`config.mk`:
```
export PLATFORM = sky130hd
export DESIGN_NAME = pdm_mic_receiver
export DESIGN_NICKNAME = d
export VERILOG_FILES = /design/src/rtl/pdm_mic_receiver.sv
export SDC_FILE = /design/constraint.sdc
export NUM_CORES = 1
export LEC_CHECK = 0
export ABC_AREA = 1
export ABC_CLOCK_PERIOD_IN_PS = 2450
export BUFFER_PORTS_ARGS = -buffer_cell sky130_fd_sc_hd__buf_2
export CAP_MARGIN = 15
export CORE_ASPECT_RATIO = 0.9
export CORE_MARGIN = 3
export CORE_UTILIZATION = 60
export CTS_CLUSTER_DIAMETER = 40
export DETAILED_ROUTE_END_ITERATION = 8
export PLACE_DENSITY_LB_ADDON = 0.05
export SLEW_MARGIN = 20
export SYNTH_ARGS = -nofsm -noshare
export SYNTH_HDL_FRONTEND = slang
export SYNTH_SLANG_ARGS = --single-unit
```
`constraint.sdc`:
```
create_clock -name clk -period 2.45 [get_ports clk]
set_input_delay 0.245 -clock clk [delete_from_list [all_inputs] [get_ports clk]]
set_output_delay 0.245 -clock clk [all_outputs]
set_load 0.01 [all_outputs]
```
`src/rtl/pdm_mic_receiver.sv`:
```
// -----------------------------------------------------------------------------
// pdm_mic_receiver
// Clock-master reader for a PDM microphone. Divides clk down to the mic bit
// clock, samples the synchronised PDM stream on each falling m_clk, counts
// the 1-bits over fixed windows of DEC bits and hands each count out as an
// unsigned PCM sample through a valid/ready handshake.
//
// Ports:
//   clk          in   system clock, all logic on posedge
//   rst_n        in   asynchronous reset, active low
//   enable       in   1 = run m_clk and capture, 0 = idle with window cleared
//   pdm_data     in   mic data, asynchronous to clk
//   m_clk        out  mic bit clock (registered)
//   sample_data  out  1-bit count of the last completed window (0..DEC)
//   sample_valid out  sample_data holds an unconsumed sample
//   sample_ready in   consumer accepts sample when valid && ready
//   overrun      out  sticky: an unconsumed sample was overwritten
//   clr_overrun  in   synchronous clear of overrun
// -----------------------------------------------------------------------------
module pdm_mic_receiver #(
    parameter int CLK_DIV  = 4,
    parameter int DEC      = 64,
    parameter int SAMPLE_W = 7
) (
    input  logic                clk,
    input  logic                rst_n,
    input  logic                enable,
    input  logic                pdm_data,
    output logic                m_clk,
    output logic [SAMPLE_W-1:0] sample_data,
    output logic                sample_valid,
    input  logic                sample_ready,
    output logic                overrun,
    input  logic                clr_overrun
);

    localparam int DIV_W = $clog2(CLK_DIV);
    localparam int CNT_W = $clog2(DEC);

    localparam logic [DIV_W-1:0]    DIV_LAST = DIV_W'(CLK_DIV - 1);
    localparam logic [DIV_W-1:0]    DIV_ONE  = DIV_W'(1);
    localparam logic [CNT_W-1:0]    BIT_LAST = CNT_W'(DEC - 1);
    localparam logic [CNT_W-1:0]    BIT_ONE  = CNT_W'(1);

    typedef enum logic {
        IDLE = 1'b0,
        RUN  = 1'b1
    } state_t;

    state_t                state_r;
    state_t                state_nx;
    logic                  run_s;

    logic                  pdm_meta_r;
    logic                  pdm_s_r;
    logic [SAMPLE_W-1:0]   pdm_ext_s;

    logic [DIV_W-1:0]      div_cnt_r;
    logic [DIV_W-1:0]      div_cnt_nx;
    logic                  m_clk_r;
    logic                  m_clk_nx;
    logic [CNT_W-1:0]      bit_cnt_r;
    logic [CNT_W-1:0]      bit_cnt_nx;
    logic [SAMPLE_W-1:0]   acc_r;
    logic [SAMPLE_W-1:0]   acc_nx;
    logic [SAMPLE_W-1:0]   sample_data_r;
    logic [SAMPLE_W-1:0]   sample_data_nx;
    logic                  sample_valid_r;
    logic                  sample_valid_nx;
    logic                  overrun_r;
    logic                  overrun_nx;
    logic                  load_s;

    assign pdm_ext_s = {{(SAMPLE_W - 1){1'b0}}, pdm_s_r};

    // Two-flop synchroniser for the asynchronous mic data.
    always_ff @(posedge clk or negedge rst_n) begin
        if (!rst_n) begin
            pdm_meta_r <= 1'b0;
            pdm_s_r    <= 1'b0;
        end else begin
            pdm_meta_r <= pdm_data;
            pdm_s_r    <= pdm_meta_r;
        end
    end

    // Run/idle state register.
    always_ff @(posedge clk or negedge rst_n) begin
        if (!rst_n) begin
            state_r <= IDLE;
        end else begin
            state_r <= state_nx;
        end
    end

    // Run/idle next state; the datapath acts on the state being entered so
    // the first divider count happens on the first edge that sees enable=1.
    always_comb begin
        state_nx = state_r;
        case (state_r)
            IDLE: begin
                if (enable) begin
                    state_nx = RUN;
                end else begin
                    state_nx = IDLE;
                end
            end
            RUN: begin
                if (!enable) begin
                    state_nx = IDLE;
                end else begin
                    state_nx = RUN;
                end
            end
            default: begin
                state_nx = IDLE;
            end
        endcase
        run_s = (state_nx == RUN);
    end

    // Divider, capture on the m_clk falling toggle, window accumulation,
    // output handshake and sticky overrun.
    always_comb begin
        div_cnt_nx      = div_cnt_r;
        m_clk_nx        = m_clk_r;
        bit_cnt_nx      = bit_cnt_r;
        acc_nx          = acc_r;
        sample_data_nx  = sample_data_r;
        sample_valid_nx = sample_valid_r;
        overrun_nx      = overrun_r;
        load_s          = 1'b0;

        if (!run_s) begin
            // Idle: any partial window is thrown away.
            div_cnt_nx = {DIV_W{1'b0}};
            m_clk_nx   = 1'b0;
            bit_cnt_nx = {CNT_W{1'b0}};
            acc_nx     = {SAMPLE_W{1'b0}};
        end else if (div_cnt_r == DIV_LAST) begin
            div_cnt_nx = {DIV_W{1'b0}};
            m_clk_nx   = ~m_clk_r;
            if (m_clk_r) begin
                // Falling toggle: the mic launched on the rise, sample now.
                if (bit_cnt_r == BIT_LAST) begin
                    load_s     = 1'b1;
                    acc_nx     = {SAMPLE_W{1'b0}};
                    bit_cnt_nx = {CNT_W{1'b0}};
                end else begin
                    acc_nx     = acc_r + pdm_ext_s;
                    bit_cnt_nx = bit_cnt_r + BIT_ONE;
                end
            end else begin
                acc_nx     = acc_r;
                bit_cnt_nx = bit_cnt_r;
            end
        end else begin
            div_cnt_nx = div_cnt_r + DIV_ONE;
        end

        // A loading sample keeps valid high even if the old one is consumed.
        if (load_s) begin
            sample_data_nx  = acc_r + pdm_ext_s;
            sample_valid_nx = 1'b1;
        end else if (sample_valid_r && sample_ready) begin
            sample_valid_nx = 1'b0;
        end else begin
            sample_valid_nx = sample_valid_r;
        end

        // Setting has priority over the clear request.
        if (load_s && sample_valid_r && !sample_ready) begin
            overrun_nx = 1'b1;
        end else if (clr_overrun) begin
            overrun_nx = 1'b0;
        end else begin
            overrun_nx = overrun_r;
        end
    end

    // Datapath and output registers.
    always_ff @(posedge clk or negedge rst_n) begin
        if (!rst_n) begin
            div_cnt_r      <= {DIV_W{1'b0}};
            m_clk_r        <= 1'b0;
            bit_cnt_r      <= {CNT_W{1'b0}};
            acc_r          <= {SAMPLE_W{1'b0}};
            sample_data_r  <= {SAMPLE_W{1'b0}};
            sample_valid_r <= 1'b0;
            overrun_r      <= 1'b0;
        end else begin
            div_cnt_r      <= div_cnt_nx;
            m_clk_r        <= m_clk_nx;
            bit_cnt_r      <= bit_cnt_nx;
            acc_r          <= acc_nx;
            sample_data_r  <= sample_data_nx;
            sample_valid_r <= sample_valid_nx;
            overrun_r      <= overrun_nx;
        end
    end

    assign m_clk        = m_clk_r;
    assign sample_data  = sample_data_r;
    assign sample_valid = sample_valid_r;
    assign overrun      = overrun_r;

endmodule
```
== Word-level counts from Yosys, hierarchy flattened ==
Cells that the tools add are included.
W data, S select, Z words.

* Flip-flop bits (word level): 27
* Latch bits: 0
* Memory bits (writable): 0
* ROM bits: 0
* Output and inout bits: 10
* Memories: 0

* Add/subtract/negate cells: 3
* Multipliers: 0
* Divide/modulo/power cells: 0
* Order comparisons: 0
* Equal/unequal tests: 4
* Shift operators: 0
* Multiplexer cells: 21
* Bitwise gates (word level): 1
* Reductions and logical operators: 7

{| class="wikitable"
|+ Operators by type and width
! operator !! number
|-
| $mux W7 || 4
|-
| $mux W6 || 4
|-
| $mux W1 || 11
|-
| $add A7 B1 Y7 || 1
|-
| $add A6 B1 Y6 const B || 1
|-
| $eq A6 B6 Y1 const B || 1
|-
| $mux W2 || 2
|-
| $ne A2 B1 Y1 const B || 2
|-
| $reduce_bool A2 Y1 || 2
|-
| $logic_and A1 B1 Y1 || 3
|-
| $add A2 B1 Y2 const B || 1
|-
| $eq A2 B2 Y1 const B || 1
|-
| $reduce_and A2 Y1 || 1
|-
| $logic_not A1 Y1 || 1
|-
| $not A1 Y1 || 1
|}

== Longest topological paths before layout ==
Gate-level depths: netlist (run 1).

* Depth after elaboration: 8
* Depth in mapped cells: 9

== Least setup slack after synthesis (run 1) ==
OpenSTA, ideal clock, no wires.

* Path kind: register to register
* From: reg acc_r[0]
* To: reg acc_r[6]
* Arrival time: 1168 ps
* Required time: 2334 ps
* Setup slack: 1165 ps
* Cell stages (with the launch flop): 10
* Buffers on the path: 0
* Period minus slack after synthesis: 1285 ps
* Cell sequence: dfrtp_1 > ha_1 > ha_1 > nand3_1 > nor2_1 > nand2_1 > nand2_1 > nand2_1 > nand2_1 > nand2_1

* Cells in the longest elaborated chain, start to end: 5

{| class="wikitable"
|+ Ends and longest elaborated chain
! what !! RTL line !! text
|-
| from (decl) || 64 || <nowiki>logic [SAMPLE_W-1:0] acc_r;</nowiki>
|-
| from (signal assigned) || 187 || <nowiki>acc_r <= {SAMPLE_W{1'b0}};</nowiki>
|-
| from (signal assigned) || 195 || <nowiki>acc_r <= acc_nx;</nowiki>
|-
| $add A7 B1 Y7 || 150 || <nowiki>acc_nx = acc_r + pdm_ext_s;</nowiki>
|-
| $mux W7 || 145 || <nowiki>if (bit_cnt_r == BIT_LAST) begin</nowiki>
|-
| $mux W7 || 143 || <nowiki>if (m_clk_r) begin</nowiki>
|-
| $mux W7 || 140 || <nowiki>end else if (div_cnt_r == DIV_LAST) begin</nowiki>
|-
| $mux W7 || 134 || <nowiki>if (!run_s) begin</nowiki>
|}

No other way between the ends. The select of a mux whose other input is x is not followed.
A chain may end at the register's enable or synchronous reset.

== Final worst setup path (run 1) ==
* From: reg acc_r[0]
* To: reg sample_data_r[6], in the netlist sample_data[6]

* Cells in the longest elaborated chain, start to end: 1

{| class="wikitable"
|+ Ends and longest elaborated chain
! what !! RTL line !! text
|-
| $add A7 B1 Y7 || 163 || <nowiki>sample_data_nx = acc_r + pdm_ext_s;</nowiki>
|-
| to (signal assigned) || 188 || <nowiki>sample_data_r <= {SAMPLE_W{1'b0}};</nowiki>
|-
| to (signal assigned) || 196 || <nowiki>sample_data_r <= sample_data_nx;</nowiki>
|-
| to (decl) || 66 || <nowiki>logic [SAMPLE_W-1:0] sample_data_r;</nowiki>
|}

No other way between the ends.

==> results by group, run 1 <==
Run status
  – Status: finished clean

Yosys
  – Largest area contributor in the netlist: dfrtp_1
  – Post-synth top flop: dfrtp_1
  – Number of synthesized register bits: 27
  – Synth top area cells: dfrtp_1, nand2_1, inv_1, ha_1, o21ai_0
  – Top-count cell post-synth: nand2_1
  – Post-synth cell types: 24
  – Synth top area share: 0.541
  – Most frequent cells after synthesis: nand2_1, dfrtp_1, inv_1
  – Avg Cell Area, Syn: 9.19 um^2
  – Cell Area, Synth: 1250 um^2
  – Async S/R FF share, synth: 1.00
  – Warnings, synthesis: 0
  – Post-Syn Nets: 146
  – Number of flops mapped to enable cells by yosys: 0
  – Mapped Cells: 136
  – Sequential share of the synthesized area: 0.541

Drt
  – Drt pass-1 iters: 5
  – Via-to-Cell Ratio: 5.08
  – DRT iter0 DRCs: 17
  – Final ANT Viol Nets: 0
  – Drt drc: 0
  – Detailed Route WL: 2100 um
  – DR vias: 915
  – Drt wl/cell: 11.7 um

STA
  – Max Slew Vio Count: 0
  – Tcrit/Tclk final: 0.597
  – Slew HR: 0.614
  – Fmax: 0.684 GHz
  – Worst setup margin: 0.988 ns
  – TNS Setup: 0 ns
  – Setup repair after global routing missed its margin: no
  – Hold violation count in the final report: 0
  – Setup violations, final: 0
  – Final period demand of the worst path: 1.46 ns
  – Least-Margin Pin Slew: 0.579 ns
  – Final Skew: 0.00713 ns

Clock network
  – Num CTS Buffers: 3
  – Clock Latency Late Sink: 0.32 ns
  – CTS tree: done
  – Clock Tree Root: clkbuf_4
  – Resized cells post-CTS: 0
  – Clock transition at path regs: 0.13 ns
  – CTS Buffer Depth: 2
  – H-tree levels: 1
  – Clock sinks: 27

Cells and area
  – Ratio of cells with drive above 1 in the final layout: 0.181
  – Final net count: 166
  – Synthesis-to-layout area growth: 10.4%
  – Antenna Cells: 0

Die
  – Die footprint: 2670 um^2
  – Die Wd: 54.1 um
  – Row cnt: 15
  – IO Pins: 16
  – Initial Util: 0.640
  – Placeable Area: 1950 um^2
  – Die height: 49.3 um

Critical path
  – Crit path launch type: flop
  – Worst Reg2Reg Path Length in Cells: 9
  – Worst Path Class, Setup: flop to flop
  – Reg-to-Reg Start: acc_r[0]
  – WP data required: 2.68 ns
  – Worst-path fanout max: 4
  – Worst Setup SP: acc_r[0]
  – Crit end category: flop
  – Critical path arrival: 1.69 ns

Flow run
  – Maxcap violations: 0

GRT
  – Vias in the first global route: 867
  – GRT Overall Usage: 0.180
  – First-pass GRT wire length: 3610 um
  – Pin count of the biggest net entering global routing: 28
  – Global route overflow: 0
  – Antenna violations before repair: 0

Pwr
  – Net Sw Frac: 0.221
  – VDD IR max: 0.373 mV
  – Pint: 530 uW
  – Sw Pwr: 150 uW
  – Leakage: 0.740 nW
  – Sequential share of power: 0.674
  – Clock network fraction of total power: 0.269
  – Comb pwr share: 0.057
  – PD cells: 493 nW/um^2

Place
  – Port-buffer cells: 15
  – HPWL Detailed: 1530 um
  – Setup slack at placement: 1.01 ns
  – Gp weighted congestion: 0.866

Min path
  – Hold depth: 2
  – Hold WC Path Type: input pin to flop
  – Min-delay src: clr_overrun
==> power by group through the flow <==
stage	sequential, mW	combinational, mW	clock (mW)
after detailed placement	0.467	0.0368	0
after floorplan	0.466	0.0205	0
final	0.458	0.0387	0.183
after global placement	0.466	0.0363	0
after CTS	0.458	0.0383	0.193
after global routing	0.459	0.0452	0.212
==> cells in the final DEF (no fill, tap or decap), types with 2 or more instances in the layout <==
master         netlist  layout
nand4_1              2       2
o21ai_1              3       3
inv_1               17      17
xor2_1               2       2
nand2_2              2       2
ha_1                 4       4
o21ai_2              3       3
clkbuf_4             0       3
nor2_1               8       8
o21ai_0              9       9
a21oi_1              4       4
dfrtp_1             27      27
dlygate4sd3_1        0       2
buf_2                0      15
nand3_1              6       6
nand2_1             37      37
==> kinds of logic (layout without fill, tap and decap cells) <==
family / Yosys count / in the layout / synth area share
AO/OA/AOI/OAI: 22 / 22 / 0.104
XOR/XNOR: 3 / 3 / 0.0210
adder cells (fa/ha/maj): 4 / 4 / 0.0400
buffers and inverters: 21 / 40 / 0.0751
flip-flops: 27 / 27 / 0.541
AND/OR/NAND/NOR: 59 / 59 / 0.219
==> final timing paths <==
kind	endpoint	slack, ns
worst min-delay path	overrun	0.09
max in group asynchronous	acc_r[2]	1.62
worst max register to register	sample_data[6]	0.99
min in group asynchronous	bit_cnt_r[4]	0.44
worst min register to register	pdm_s_r	0.37
worst max-delay path	sample_data[6]	0.99
==> area by class of cell <==
cell class	instances	area, um^2
tap	25	31.3
timing repair buffer	17	95.1
fill	161	572
clock buffer	4	26.3
inverter	19	71.3
sequential	27	676
multi-input combinational	88	480
==> critical path: stages, from the launching register on <==
cell,delay [ns]
dfrtp_1,0.37
ha_1,0.22
ha_1,0.21
nand3_1,0.12
nor2_1,0.16
nand2_1,0.07
nand2_1,0.06
nand2_1,0.06
nand2_1,0.06
nand2_1,0.04
==> sequential cells by signal, indices dropped and copies added, names as in the netlist <==
register / flops
sample_valid: 1
m_clk: 1
sample_data: 7
overrun: 1
bit_cnt_r: 6
pdm_s_r: 1
acc_r: 7
pdm_meta_r: 1
div_cnt_r: 2
==> what timing repair did <==
item / 4_1_cts / 5_1_grt
buffers inserted: 0 / 0
hold buffers: 1 / 1
endpoints found under the setup margin: 0 / 0
hold endpoints to repair: 27 / 1
==> per-layer routing <==
layer | part of all wire | up-vias | track usage
met5 | 0 | - | 0
met4 | 0 | 0 | 0.0124
met3 | 0.051 | 0 | 0.0550
met2 | 0.47 | 26 | 0.280
met1 | 0.48 | 416 | 0.260
li1 | - | 473 | -
==> stage by stage <==
| step | util | cell area (um^2) | std cells | power [mW] | hold WS, ns |
|---|---|---|---|---|---|
| floorplan | - | 1250 | 136 | 0.487 | -0.0506 |
| global placement | 0.683 | 1330 | 174 | 0.503 | 0.275 |
| detailed placement | 0.683 | 1330 | 174 | 0.504 | 0.277 |
| CTS | 0.702 | 1370 | 179 | 0.690 | 0.0161 |
| global route | 0.707 | 1380 | 180 | 0.717 | 0.0938 |
| finish | 0.707 | 1380 | 180 | 0.680 | 0.0936 |
(Power assumes the default switching activity.)
==> run 2, diff against run 1 <==
--- a/config.mk
+++ b/config.mk
@@ -5,13 +5,13 @@
 export SDC_FILE = /design/constraint.sdc
 export NUM_CORES = 1
 export LEC_CHECK = 0
-export ABC_AREA = 1
-export ABC_CLOCK_PERIOD_IN_PS = 2450
+export ABC_AREA = 0
+export ABC_CLOCK_PERIOD_IN_PS = 1500
 export BUFFER_PORTS_ARGS = -buffer_cell sky130_fd_sc_hd__buf_2
 export CAP_MARGIN = 15
 export CORE_ASPECT_RATIO = 0.9
 export CORE_MARGIN = 3
-export CORE_UTILIZATION = 60
+export CORE_UTILIZATION = 56
 export CTS_CLUSTER_DIAMETER = 40
 export DETAILED_ROUTE_END_ITERATION = 8
 export PLACE_DENSITY_LB_ADDON = 0.05
==> constraint.sdc (replaced) <==
create_clock -name clk -period 1.5 [get_ports clk]
set_input_delay 0.15 -clock clk [delete_from_list [all_inputs] [get_ports clk]]
set_output_delay 0.15 -clock clk [all_outputs]
set_load 0.01 [all_outputs]
==> results by group, run 2 <==
Critical path
  – Worst-path fanout max: 3 (-1)
  – Crit path launch type: flop
  – Worst Setup SP: acc_r[0]
  – CP max-delay cell: dfrtp_1
  – Worst Reg2Reg Path Length in Cells: 6 (-3)
  – Crit end category: flop
  – R2r endpoint: sample_data[6]
  – Cell mode on critical path: ha_4
  – Worst Path Class, Setup: flop to flop
  – Worst-path cell chain: ha_4, ha_4, nand3_2, or2_4, xnor2_1, mux2_4
  – Crit path largest cell delay: 0.42 ns (+0.05 ns)
  – Critical path arrival: 1.76 ns (+0.07 ns)
  – WP data required: 1.73 ns (-0.95 ns)
  – R2R Setup Slk: -0.03 ns (-1.02 ns)
  – Reg-to-Reg Start: acc_r[0]

Die
  – Die Wd: 56.5 um (+4.4%)
  – Row cnt: 15 (unchanged)
  – Die height: 51.5 um (+4.4%)
  – Die footprint: 2910 um^2 (+9.0%)
  – Placeable Area: 2050 um^2 (+4.8%)
  – Initial Util: 0.629 (-0.0116)
  – IO Pins: 16 (unchanged)

Clock network
  – CTS Buffer Depth: 2 (unchanged)
  – Clock Tree Root: clkbuf_4
  – H-tree levels: 1 (unchanged)
  – Clock sinks: 27 (unchanged)
  – CTS tree: done
  – Num CTS Buffers: 3 (unchanged)
  – Clock transition at path regs: 0.15 ns (+0.02 ns)
  – Clock Latency Late Sink: 0.33 ns (about the same)

Drt
  – Drt pass-1 iters: 5 (unchanged)
  – Final ANT Viol Nets: 0 (unchanged)
  – Drt wl/cell: 13.8 um (+18%)
  – DRT iter0 DRCs: 12 (-5)
  – Detailed Route WL: 2530 um (+20%)
  – DR vias: 966 (+5.6%)
  – Drt drc: 0 (unchanged)
  – Via-to-Cell Ratio: 5.25 (+3.3%)

Cells and area
  – Layout Utilization: 0.810 (+0.103)
  – Antenna Cells: 0 (unchanged)
  – Final net count: 170 (+2.4%)
  – Cell area after layout: 1660 um^2 (+20%)
  – Synthesis-to-layout area growth: 28.9%
  – Most frequent cells in the layout: dfrtp_1, buf_4, nand2_1
  – Ratio of cells with drive above 1 in the final layout: 0.377 (+0.197)
  – Commonest non-fill, non-tap cell in the layout: dfrtp_1

STA
  – Slew HR: 0.614 (about the same)
  – Setup repair after global routing missed its margin: yes
  – Worst setup margin: -0.0340 ns (-1.02 ns)
  – Final period demand of the worst path: 1.53 ns (+0.0725 ns)
  – Final hold slack: 0.0602 ns (-0.0333 ns)
  – Tcrit/Tclk final: 1.02 (+0.426)
  – Least-Margin Pin Slew: 0.579 ns (-0.000222 ns)
  – Max Slew Vio Count: 0 (unchanged)
  – Final Skew: 0.0106 ns (+0.00350 ns)
  – Fmax: 0.652 GHz (-4.7%)
  – Setup violations, final: 1 (+1)
  – Hold violation count in the final report: 0 (unchanged)

Yosys
  – Sequential share of the synthesized area: 0.525 (-0.0152)
  – Largest area contributor in the netlist: dfrtp_1
  – Number of flops mapped to enable cells by yosys: 0 (unchanged)
  – Main combinational cell family by area after synthesis: simple AND/OR/NAND/NOR gates
  – Cell Area, Synth: 1290 um^2 (+2.9%)
  – Synth top area cells: dfrtp_1, nand2_1, ha_1, and2_1, xnor2_1
  – Post-Syn Nets: 131 (-10%)
  – Mux cell area share after synthesis: 0.0438 (+0.0438)
  – Post-synth cell types: 35 (+46%)
  – Post-synth top flop: dfrtp_1
  – Avg Cell Area, Syn: 10.6 um^2 (+16%)
  – Mapped Cells: 121 (-11%)
  – Warnings, synthesis: 0 (unchanged)
  – Synth Area in Adders: 0.0389 (-0.00113)
  – Post-Synth XOR/XNOR Area: 0.0613 (+0.0403)
  – Compound-cell area share of the yosys netlist: 0.115 (+0.0107)
  – Most frequent cells after synthesis: dfrtp_1, nand2_1, o21ai_0
  – Post-Synth Simple-Gate Area: 0.187 (-0.0324)
  – Synth top area share: 0.525 (-0.0152)
  – Top-count cell post-synth: dfrtp_1
  – Number of synthesized register bits: 27 (unchanged)
  – Async S/R FF share, synth: 1.00 (unchanged)

Min path
  – Hold depth: 3 (+1)
  – Min-delay src: sample_ready
  – Hold WC Path Type: input pin to flop
  – WHS Endpoint: sample_valid

Place
  – Setup slack at placement: -0.0275 ns (-1.04 ns)
  – Port-buffer cells: 15 (unchanged)
  – HPWL Detailed: 1820 um (+19%)
  – Gp weighted congestion: 0.824 (-4.9%)
  – Placed Area: 1510 um^2 (+14%)

GRT
  – Antenna violations before repair: 0 (unchanged)
  – GRT Overall Usage: 0.197 (+0.0162)
  – Vias in the first global route: 992 (+14%)
  – Pin count of the biggest net entering global routing: 28 (unchanged)
  – Global route overflow: 0 (unchanged)
  – First-pass GRT wire length: 4420 um (+23%)

Run status
  – Status: finished with violations
  – Failing checks: negative setup slack

Pwr
  – Leakage: 0.796 nW (+7.5%)
  – VDD IR max: 0.832 mV (+120%)
  – PD cells: 683 nW/um^2 (+39%)

Flow run
  – Maxcap violations: 0 (unchanged)
## run 2: cell count changes in the layout (fill, tap and decap cells not counted), moves of 5 or more
cell	change
inv_1	-14
nor2_1	-5
nand2_1	-21
and2_1	+6
buf_4	+20
## run 2: worst max path at each step
stage | end | slack (ns) | cells past startpoint
6_report | sample_data[6] | -0.03 | 6
4_1_cts | sample_data[6] | -0.03 | 6
3_3_place_gp | sample_data[6] | 0.04 | 6
3_5_place_dp | sample_data[6] | -0.03 | 6
5_1_grt | sample_data[6] | -0.12 | 6
2_1_floorplan | sample_data[2] | -0.007 | 6
## run 2: layout make-up
type	count	area (um^2)
Clock buffer	3	22.5
Clock inverter	1	8.76
Fill cell	119	388
Inverter	3	11.3
Multi-Input combinational cell	87	652
Sequential cell	27	677
Tap cell	25	31.3
Timing Repair Buffer	38	255
## run 2: power breakdown
part	leakage [nW]	switching, mW	internal (mW)
clock	0.0183	0.222	0.109
sequential	0.368	0.00569	0.737
combinational	0.409	0.0339	0.0253
## run 2: worst max-delay path, delay by kind of cell, from the launching register on
| family | cells | cell delay [ns] |
|---|---|---|
| XOR/XNOR | 1 | 0.12 |
| adder cells (fa/ha/maj) | 2 | 0.29 |
| flip-flops | 1 | 0.42 |
| multiplexers | 1 | 0.26 |
| AND/OR/NAND/NOR | 2 | 0.33 |
## run 2: timing repair
action	CTS	global route
setup endpoints to repair	2	13
gates resized for setup	2	13
hold buffers	3	0
hold endpoints to repair	29	0
pin swaps	1	1
setup buffers	0	4
## run 2: cell families (layout without fill, tap and decap cells)
| group | after synthesis | in the layout |
|---|---|---|
| buffers and inverters | 7 | 45 |
| adder cells (fa/ha/maj) | 4 | 4 |
| AO/OA/AOI/OAI | 23 | 23 |
| multiplexers | 5 | 5 |
| XOR/XNOR | 9 | 9 |
| flip-flops | 27 | 27 |
| AND/OR/NAND/NOR | 46 | 46 |
## run 2: stage by stage
step                      setup TNS, ns  std cells  total power [mW]
final                           -0.0340        184              1.13
after global routing             -0.229        184              1.20
after CTS                       -0.0269        180              1.15
after detailed placement        -0.0275        173             0.808
after global placement                0        173             0.806
after floorplan                 -0.0149        121             0.774
## run 2: per-layer routing
layer,global-route usage,vias up,part of all wire
li1,-,491,-
met1,0.241,458,0.45
met2,0.356,15,0.51
met3,0.0455,2,0.035
met4,0.0356,0,0.0051
met5,0,-,0
==> run 3, diff against run 2 <==
--- a/config.mk
+++ b/config.mk
@@ -15,6 +15,7 @@
 export CTS_CLUSTER_DIAMETER = 40
 export DETAILED_ROUTE_END_ITERATION = 8
 export PLACE_DENSITY_LB_ADDON = 0.05
+export RECOVER_POWER = 50
 export SLEW_MARGIN = 20
 export SYNTH_ARGS = -nofsm -noshare
 export SYNTH_HDL_FRONTEND = slang
==> results by group, run 3 (synthesis results as in run 2) <==
Die
  – IO Pins: 16 (unchanged)
  – Placeable Area: 2050 um^2 (unchanged)
  – Die footprint: 2910 um^2 (unchanged)
  – Row cnt: 15 (unchanged)
  – Die height: 51.5 um (unchanged)
  – Initial Util: 0.629 (unchanged)
  – Die Wd: 56.5 um (unchanged)

Pwr
  – Net Sw Frac: 0.231 (about the same)
  – Clock network fraction of total power: 0.292 (about the same)
  – Comb pwr share: 0.052 (about the same)
  – Pint: 871 uW (about the same)
  – Sw Pwr: 261 uW (about the same)
  – Sequential share of power: 0.656 (about the same)
  – Leakage: 0.796 nW (about the same)
  – VDD IR max: 0.832 mV (about the same)
  – PD cells: 683 nW/um^2 (about the same)

STA
  – Hold violation count in the final report: 0 (unchanged)
  – Tcrit/Tclk final: 1.02 (unchanged)
  – Slew HR: 0.571 (-0.0433)
  – Setup violations, final: 1 (unchanged)
  – Worst setup margin: -0.0340 ns (unchanged)
  – Final Skew: 0.0106 ns (unchanged)
  – Final hold slack: 0.0602 ns (unchanged)
  – Final period demand of the worst path: 1.53 ns (unchanged)
  – Setup repair after global routing missed its margin: yes
  – Fmax: 0.652 GHz (unchanged)
  – Max Slew Vio Count: 0 (unchanged)
  – Least-Margin Pin Slew: 0.644 ns (+0.0649 ns)

Critical path
  – Crit end category: flop
  – CP max-delay cell: dfrtp_1
  – WP data required: 1.73 ns (about the same)
  – Cell mode on critical path: ha_4
  – Worst-path fanout max: 3 (unchanged)
  – Worst Path Class, Setup: flop to flop
  – Crit path launch type: flop
  – Worst-path cell chain: ha_4, ha_4, nand3_2, or2_4, xnor2_1, mux2_4
  – Critical path arrival: 1.76 ns (about the same)
  – WP buf/inv: 0 (unchanged)
  – Crit path largest cell delay: 0.42 ns (about the same)
  – Top Family by Delay on Critical Path: flip-flops

Cells and area
  – Antenna Cells: 0 (unchanged)
  – Ratio of cells with drive above 1 in the final layout: 0.377 (unchanged)
  – Final net count: 170 (unchanged)
  – Synthesis-to-layout area growth: 28.9% (unchanged)
  – Most frequent cells in the layout: dfrtp_1, buf_4, nand2_1
  – Post-Layout Cell Count: 184 (unchanged)
  – Commonest non-fill, non-tap cell in the layout: dfrtp_1

Place
  – Placed insts: 173 (unchanged)
  – Gp weighted congestion: 0.824 (unchanged)
  – HPWL Detailed: 1820 um (unchanged)
  – Port-buffer cells: 15 (unchanged)

Clock network
  – Clock Latency Late Sink: 0.33 ns (about the same)
  – Clock Tree Root: clkbuf_4
  – CTS tree: done
  – H-tree levels: 1 (unchanged)
  – CTS Buffer Depth: 2 (unchanged)
  – Clock transition at path regs: 0.15 ns (about the same)
  – Num CTS Buffers: 3 (unchanged)
  – Clock sinks: 27 (unchanged)

GRT
  – Pin count of the biggest net entering global routing: 28 (unchanged)
  – Antenna violations before repair: 0 (unchanged)
  – Global route overflow: 0 (unchanged)
  – Vias in the first global route: 992 (unchanged)
  – GRT Overall Usage: 0.197 (unchanged)
  – First-pass GRT wire length: 4420 um (unchanged)

Min path
  – Hold WC Path Type: input pin to flop

Drt
  – Drt drc: 0 (unchanged)
  – Drt pass-1 iters: 5 (unchanged)
  – Final ANT Viol Nets: 0 (unchanged)
  – DRT iter0 DRCs: 12 (unchanged)
  – Via-to-Cell Ratio: 5.25 (unchanged)
  – Drt wl/cell: 13.8 um (about the same)
  – Detailed Route WL: 2530 um (about the same)
  – DR vias: 966 (unchanged)

Run status
  – Status: finished with violations
  – Failing checks: negative setup slack

Flow run
  – Maxcap violations: 0 (unchanged)
## run 3: routing by layer
layer	share of wire	vias to the layer above	GRT usage
li1	-	491	-
met1	0.45	458	0.241
met2	0.51	15	0.356
met3	0.035	2	0.0455
met4	0.0051	0	0.0356
met5	0	-	0
## run 3: final cells by class
type | instances | area (um^2)
Clock inverter | 1 | 8.76
Timing Repair Buffer | 38 | 255
Multi-Input combinational cell | 87 | 652
Sequential cell | 27 | 677
Fill cell | 119 | 388
Tap cell | 25 | 31.3
Clock buffer | 3 | 22.5
Inverter | 3 | 11.3
## run 3: metrics by stage
step,power (mW),TNS (ns),util,area [um^2],setup slack (ns)
final,1.13,-0.0340,0.810,1660,-0.0340
after global routing,1.20,-0.229,0.810,1660,-0.115
after CTS,1.15,-0.0269,0.779,1590,-0.0269
after detailed placement,0.808,-0.0275,0.740,1510,-0.0275
after global placement,0.806,0,0.740,1510,0.0353
after floorplan,0.774,-0.0149,-,1310,-0.00724
## run 3: power groups by stage
stage | clock (mW) | sequential (mW) | combinational [mW]
floorplan | 0 | 0.756 | 0.0186
global placement | 0 | 0.755 | 0.0504
detailed placement | 0 | 0.756 | 0.0518
CTS | 0.347 | 0.743 | 0.0594
global route | 0.385 | 0.745 | 0.0684
finish | 0.331 | 0.743 | 0.0592
## run 3: worst register-to-register path, stage by stage (launching register included)
cell     delay, ns
dfrtp_1       0.42
ha_4          0.16
ha_4          0.13
nand3_2       0.08
or2_4         0.25
xnor2_1       0.12
mux2_4        0.26
## run 3: what timing repair did
item                                   4_1_cts  5_1_grt
gates resized for setup                      2       13
buffers inserted                             0        4
endpoints found under the hold margin       29        0
pin swaps                                    1        1
hold buffers                                 3        0
setup endpoints to repair                    2       13
## run 3: path summary, 6_finish.rpt
check                      depth (start not counted)             end  slack, ns          from
setup / recovery                                   6  sample_data[6]      -0.03      acc_r[0]
hold / removal                                     3    sample_valid       0.06  sample_ready
setup reg to reg                                   6  sample_data[6]      -0.03      acc_r[0]
hold reg to reg                                    0         pdm_s_r       0.37    pdm_meta_r
max in group asynchronous                          2    bit_cnt_r[3]       0.70         rst_n
min in group asynchronous                          2  sample_data[3]       0.35         rst_n
